File: src/rtl/nx_fifo_rd_stream.sv
// Read-side streamer for nx_fifo: pops words into a 2-entry buffer and presents them on valid/ready.
// Optional transfer counter enabled by defining NX_FIFO_RD_STREAM_STATS_EN.
module nx_fifo_rd_stream #(
  parameter int WIDTH     = 611,
  parameter int CNT_WIDTH = 32
) (
  input  logic                 clk,
  input  logic                 rst,
  input  logic                 fifo_empty,
  input  logic [WIDTH-1:0]     fifo_rdata,
  output logic                 fifo_ren,
  output logic                 out_valid,
  output logic [WIDTH-1:0]     out_data,
  input  logic                 out_ready,
  input  logic                 drain,
  output logic                 drain_done,
  output logic                 busy,
  output logic [CNT_WIDTH-1:0] xfer_cnt
);

  typedef enum logic [1:0] {RUN, DRAIN, DONE} state_t;

  state_t           state, state_n;
  logic [1:0]       occ;
  logic             head, tail;
  logic [WIDTH-1:0] mem [2];
  logic             push, pop;

  always_ff @(posedge clk or posedge rst) begin
    if (rst) state <= RUN;
    else     state <= state_n;
  end

  always_comb begin
    state_n = state;
    case (state)
      RUN:     if (drain) state_n = DRAIN;
      DRAIN:   if (fifo_empty) state_n = DONE;
      DONE:    state_n = RUN;
      default: state_n = RUN;
    endcase
  end

  // Read decision looks at registered occ only, so out_ready never reaches fifo_ren.
  always_comb begin
    out_valid  = 1'b0;
    fifo_ren   = 1'b0;
    drain_done = 1'b0;
    case (state)
      RUN: begin
        out_valid = (occ != 2'd0);
        fifo_ren  = !fifo_empty && (occ != 2'd2);
      end
      DRAIN:   fifo_ren   = !fifo_empty;
      DONE:    drain_done = 1'b1;
      default: ;
    endcase
    if (rst) fifo_ren = 1'b0;
  end

  assign busy     = (occ != 2'd0) || (state != RUN);
  assign push     = fifo_ren && (state == RUN);
  assign pop      = out_valid && out_ready;
  assign out_data = mem[head];

  always_ff @(posedge clk or posedge rst) begin
    if (rst) begin
      occ  <= 2'd0;
      head <= 1'b0;
      tail <= 1'b0;
      for (int i = 0; i < 2; i++) mem[i] <= '0;
    end else if (state == RUN && drain) begin
      // Entering drain discards the buffer; a same-cycle FIFO pop is dropped too.
      occ  <= 2'd0;
      head <= 1'b0;
      tail <= 1'b0;
    end else begin
      if (push) begin
        mem[tail] <= fifo_rdata;
        tail      <= ~tail;
      end
      if (pop) head <= ~head;
      occ <= occ + {1'b0, push} - {1'b0, pop};
    end
  end

`ifdef NX_FIFO_RD_STREAM_STATS_EN
  always_ff @(posedge clk or posedge rst) begin
    if (rst)      xfer_cnt <= '0;
    else if (pop) xfer_cnt <= xfer_cnt + 1'b1;
  end
`else
  assign xfer_cnt = '0;
`endif

endmodule

File: config.mk
export PLATFORM = sky130hd
export DESIGN_NAME = nx_fifo_rd_stream
export DESIGN_NICKNAME = d
export VERILOG_FILES = /design/src/rtl/nx_fifo_rd_stream.sv
export SDC_FILE = /design/constraint.sdc
export NUM_CORES = 2
export LEC_CHECK = 0
export CAP_MARGIN = 30
export CORE_AREA = 5 5 482 484
export CTS_BUF_LIST = sky130_fd_sc_hd__clkbuf_8
export DETAILED_ROUTE_END_ITERATION = 8
export DIE_AREA = 0 0 487 489
export GPL_TIMING_DRIVEN = 0
export HOLD_SLACK_MARGIN = 0.15
export SLEW_MARGIN = 20
export SYNTH_ARGS = -nofsm -noshare
export SYNTH_HDL_FRONTEND = slang
export SYNTH_SLANG_ARGS = --single-unit
File: constraint.sdc
create_clock -name clk -period 47.5 [get_ports clk]
set_input_delay 7.125 -clock clk [delete_from_list [all_inputs] [get_ports clk]]
set_output_delay 7.125 -clock clk [all_outputs]
set_load 0.03 [all_outputs]
==> impl_metrics.csv <==
group,metric,value,unit
run_status,status,"finished clean",
sta,rsz0062_at_grt,"false",
critical_path,rr_worst_depth,6,
grt,grt_use_total,15.9,%
synth,yosysMostFrequentCell,"mux2_2",
finish,layout-drive-gt1-share,47.4,%
detailed_routing,first_pass_iters,6,
detailed_routing,drtIter0Drc,1120,
sta,setup_ws,31500,ps
power_and_ir_drop,p_total,5.66,mW
detailed_routing,vias,34183,
synth,yosysSeqAreaShare,57.3,%
cts,h-tree-depth,4,
synth,ys_top_cells_by_area,"dfrtp_1, mux2_2, buf_6",
critical_path,crit_type,"in2out",
detailed_routing,wl_per_cell,24.3,um
cts,clkSlewWorstSetupHoldPaths,50,ps
cts,clock-root-buffer,"clkbuf_8",
finish,syn_to_final_growth,39.3,%
cts,cts_resized,0,
sta,final.setup_skew,51.1,ps
min_path,hold_class,"reg2reg",
cts,cts.sinks,1228,
critical_path,cp-end-kind,"primary output",
critical_path,cp-start-kind,"input port",
synth,synthesis.area,0.0536,mm^2
detailed_routing,drc,0,
floorplanning,dieArea,0.238,mm^2
synth,synth_common_cells,"mux2_2, dfrtp_1, buf_6, buf_2, buf_4",
sta,slew_headroom,37.6,%
detailed_routing,ant_nets,0,
floorplanning,io_pins,1263,
grt,overflow,0,
critical_path,worst-path-max-fanout,3,
synth,ys_ff_latch,1228,
detailed_routing,wirelength,196000,um
sta,period_share,33.7,%
sta,hold_violations,0,
floorplanning,fp-row-count,175,
detailed_routing,drt-vias-per-instance,4.25,
flow_run,cap_violations,0,
cts,clk_latency,910,ps
finish,final_nets,5446,
min_path,hold_depth,1,
synth,yosys.area.top_type_share,57.3,%
sta,slew_violations,0,
power_and_ir_drop,ir_drop,43.4,uV
cts,cts-buffers-inserted,217,
synth,yosysUniqueCellTypes,28,
cts,cts_tree,"built",
sta,tightest_slew,935,ps
grt,grt_start_max_net_pins,107,
power_and_ir_drop,p_leak,32.8,nW
sta,period_minus_slack,16000,ps
power_and_ir_drop,powerDensity,75.7,mW/mm^2
floorplanning,die_h,489,um
synth,synth-edff-count,0,
floorplanning,die_w,487,um
floorplanning,initial_core_util,23.6,%
sta,timing.fmax,62.5,MHz
cts,holdBufCountCts,0,
cts,clk_path_buf_depth,3,
synth,synthArstFlopShare,100,%
synth,netlist_instances,3334,
sta,setup_viol,0,
placed_design,gp_congestion,0.843,
grt,antenna_found_initial,79,
critical_path,cp.required,40380,ps
floorplanning,core,0.227,mm^2
synth,yosys_warnings,0,
finish,final_util,33.0,%
placed_design,pre_cts_slack,31450,ps
placed_design,io_buffers,1230,
critical_path,cp_data_arrival_time,8880,ps
synth,synth_ff_type,"dfrtp_1",
synth,synth.avg_cell_area,16.1,um^2
cts,post-cts-setup-buffer-count,0,
placed_design,dpl.hpwl,154000,um
synth,yosysTopAreaCell,"dfrtp_1",
grt,grt_pass1_wl,276000,um
grt,grt_pass1_vias,37805,
[per-stage QoR]
stage / setup TNS (ps) / area (um^2) / hold WS (ps) / cells
finish: 0 / 74700 / 498 / 8040
global placement: -9082710 / 69800 / 481 / 7604
floorplan: 0 / 53800 / 474 / 3365
CTS: 0 / 74700 / 500 / 8002
detailed placement: 0 / 70200 / 487 / 7618
global route: 0 / 74700 / 509 / 8016
[kinds of logic (layout without fill, tap and decap cells)]
group | Yosys count | in the layout | synth area share (%)
multiplexers | 1833 | 1833 | 38.5
flip-flops | 1228 | 1228 | 57.3
buffers and inverters | 238 | 1866 | 3.82
AND/OR/NAND/NOR | 26 | 26 | 0.275
AO/OA/AOI/OAI | 4 | 4 | 0.0536
adder cells (fa/ha/maj) | 2 | 2 | 0.0466
XOR/XNOR | 2 | 2 | 0.0327
other | 1 | 70 | 0.00699
[power by group]
group	switching, mW	internal [mW]
sequential	0.225	1.55
combinational	1.54	1.35
clock	0.459	0.529
[layer usage]
metal	wire length, um	up-vias	track usage [%]
met2	96300	1164	27.3
met5	473	-	0
met4	5120	72	4.63
met3	19300	360	7.17
li1	-	15000	-
met1	74400	17587	17.8
[cells in the final DEF (no fill, tap or decap), types with 4 or more instances in the layout]
cell / count
mux2_2: 1833
conb_1: 32
buf_1: 4
dfrtp_1: 1228
clkinv_2: 12
buf_16: 13
nor2_1: 8
buf_4: 32
clkbuf_8: 268
buf_2: 54
clkdlybuf4s50_1: 1230
nand2_1: 5
clkbuf_1: 15
diode_2: 38
buf_6: 130
inv_1: 88
inv_12: 6
[worst max-delay path, stage by stage]
cell             delay [ps]
clkdlybuf4s50_1         550
nor4_1                  400
clkdlybuf4s50_1         800
[area by class of cell]
type                    count  area (um^2)
fillers                 22377       152000
flip-flops and latches   1228        30700
multi-input cells        1899        21000
repair buffers           1244        12700
well taps                3009         3760
clock buffers             268         3690
plain buffers             235         2040
clock inverters           116          752
diodes                     38         95.1
inverters                   3         18.8
[path summary, 6_finish.rpt]
kind                                       from                    end  slack [ps]
max in group asynchronous                   rst   mem[336]$_DFFE_PP0P_       37040
hold / removal             mem[322]$_DFFE_PP0P_   mem[322]$_DFFE_PP0P_         500
setup / recovery                            rst               fifo_ren       31500
hold reg to reg            mem[322]$_DFFE_PP0P_   mem[322]$_DFFE_PP0P_         500
min in group asynchronous                   rst   mem[604]$_DFFE_PP0P_        6750
setup reg to reg               occ[0]$_DFF_PP0_  mem[1018]$_DFFE_PP0P_       45060
[state kept, by name, indices dropped and copies added (netlist names)]
| register | count |
|---|---|
| head | 1 |
| occ | 2 |
| tail | 1 |
| state | 2 |
| mem | 1222 |
Power figures use the tool's default switching activity.
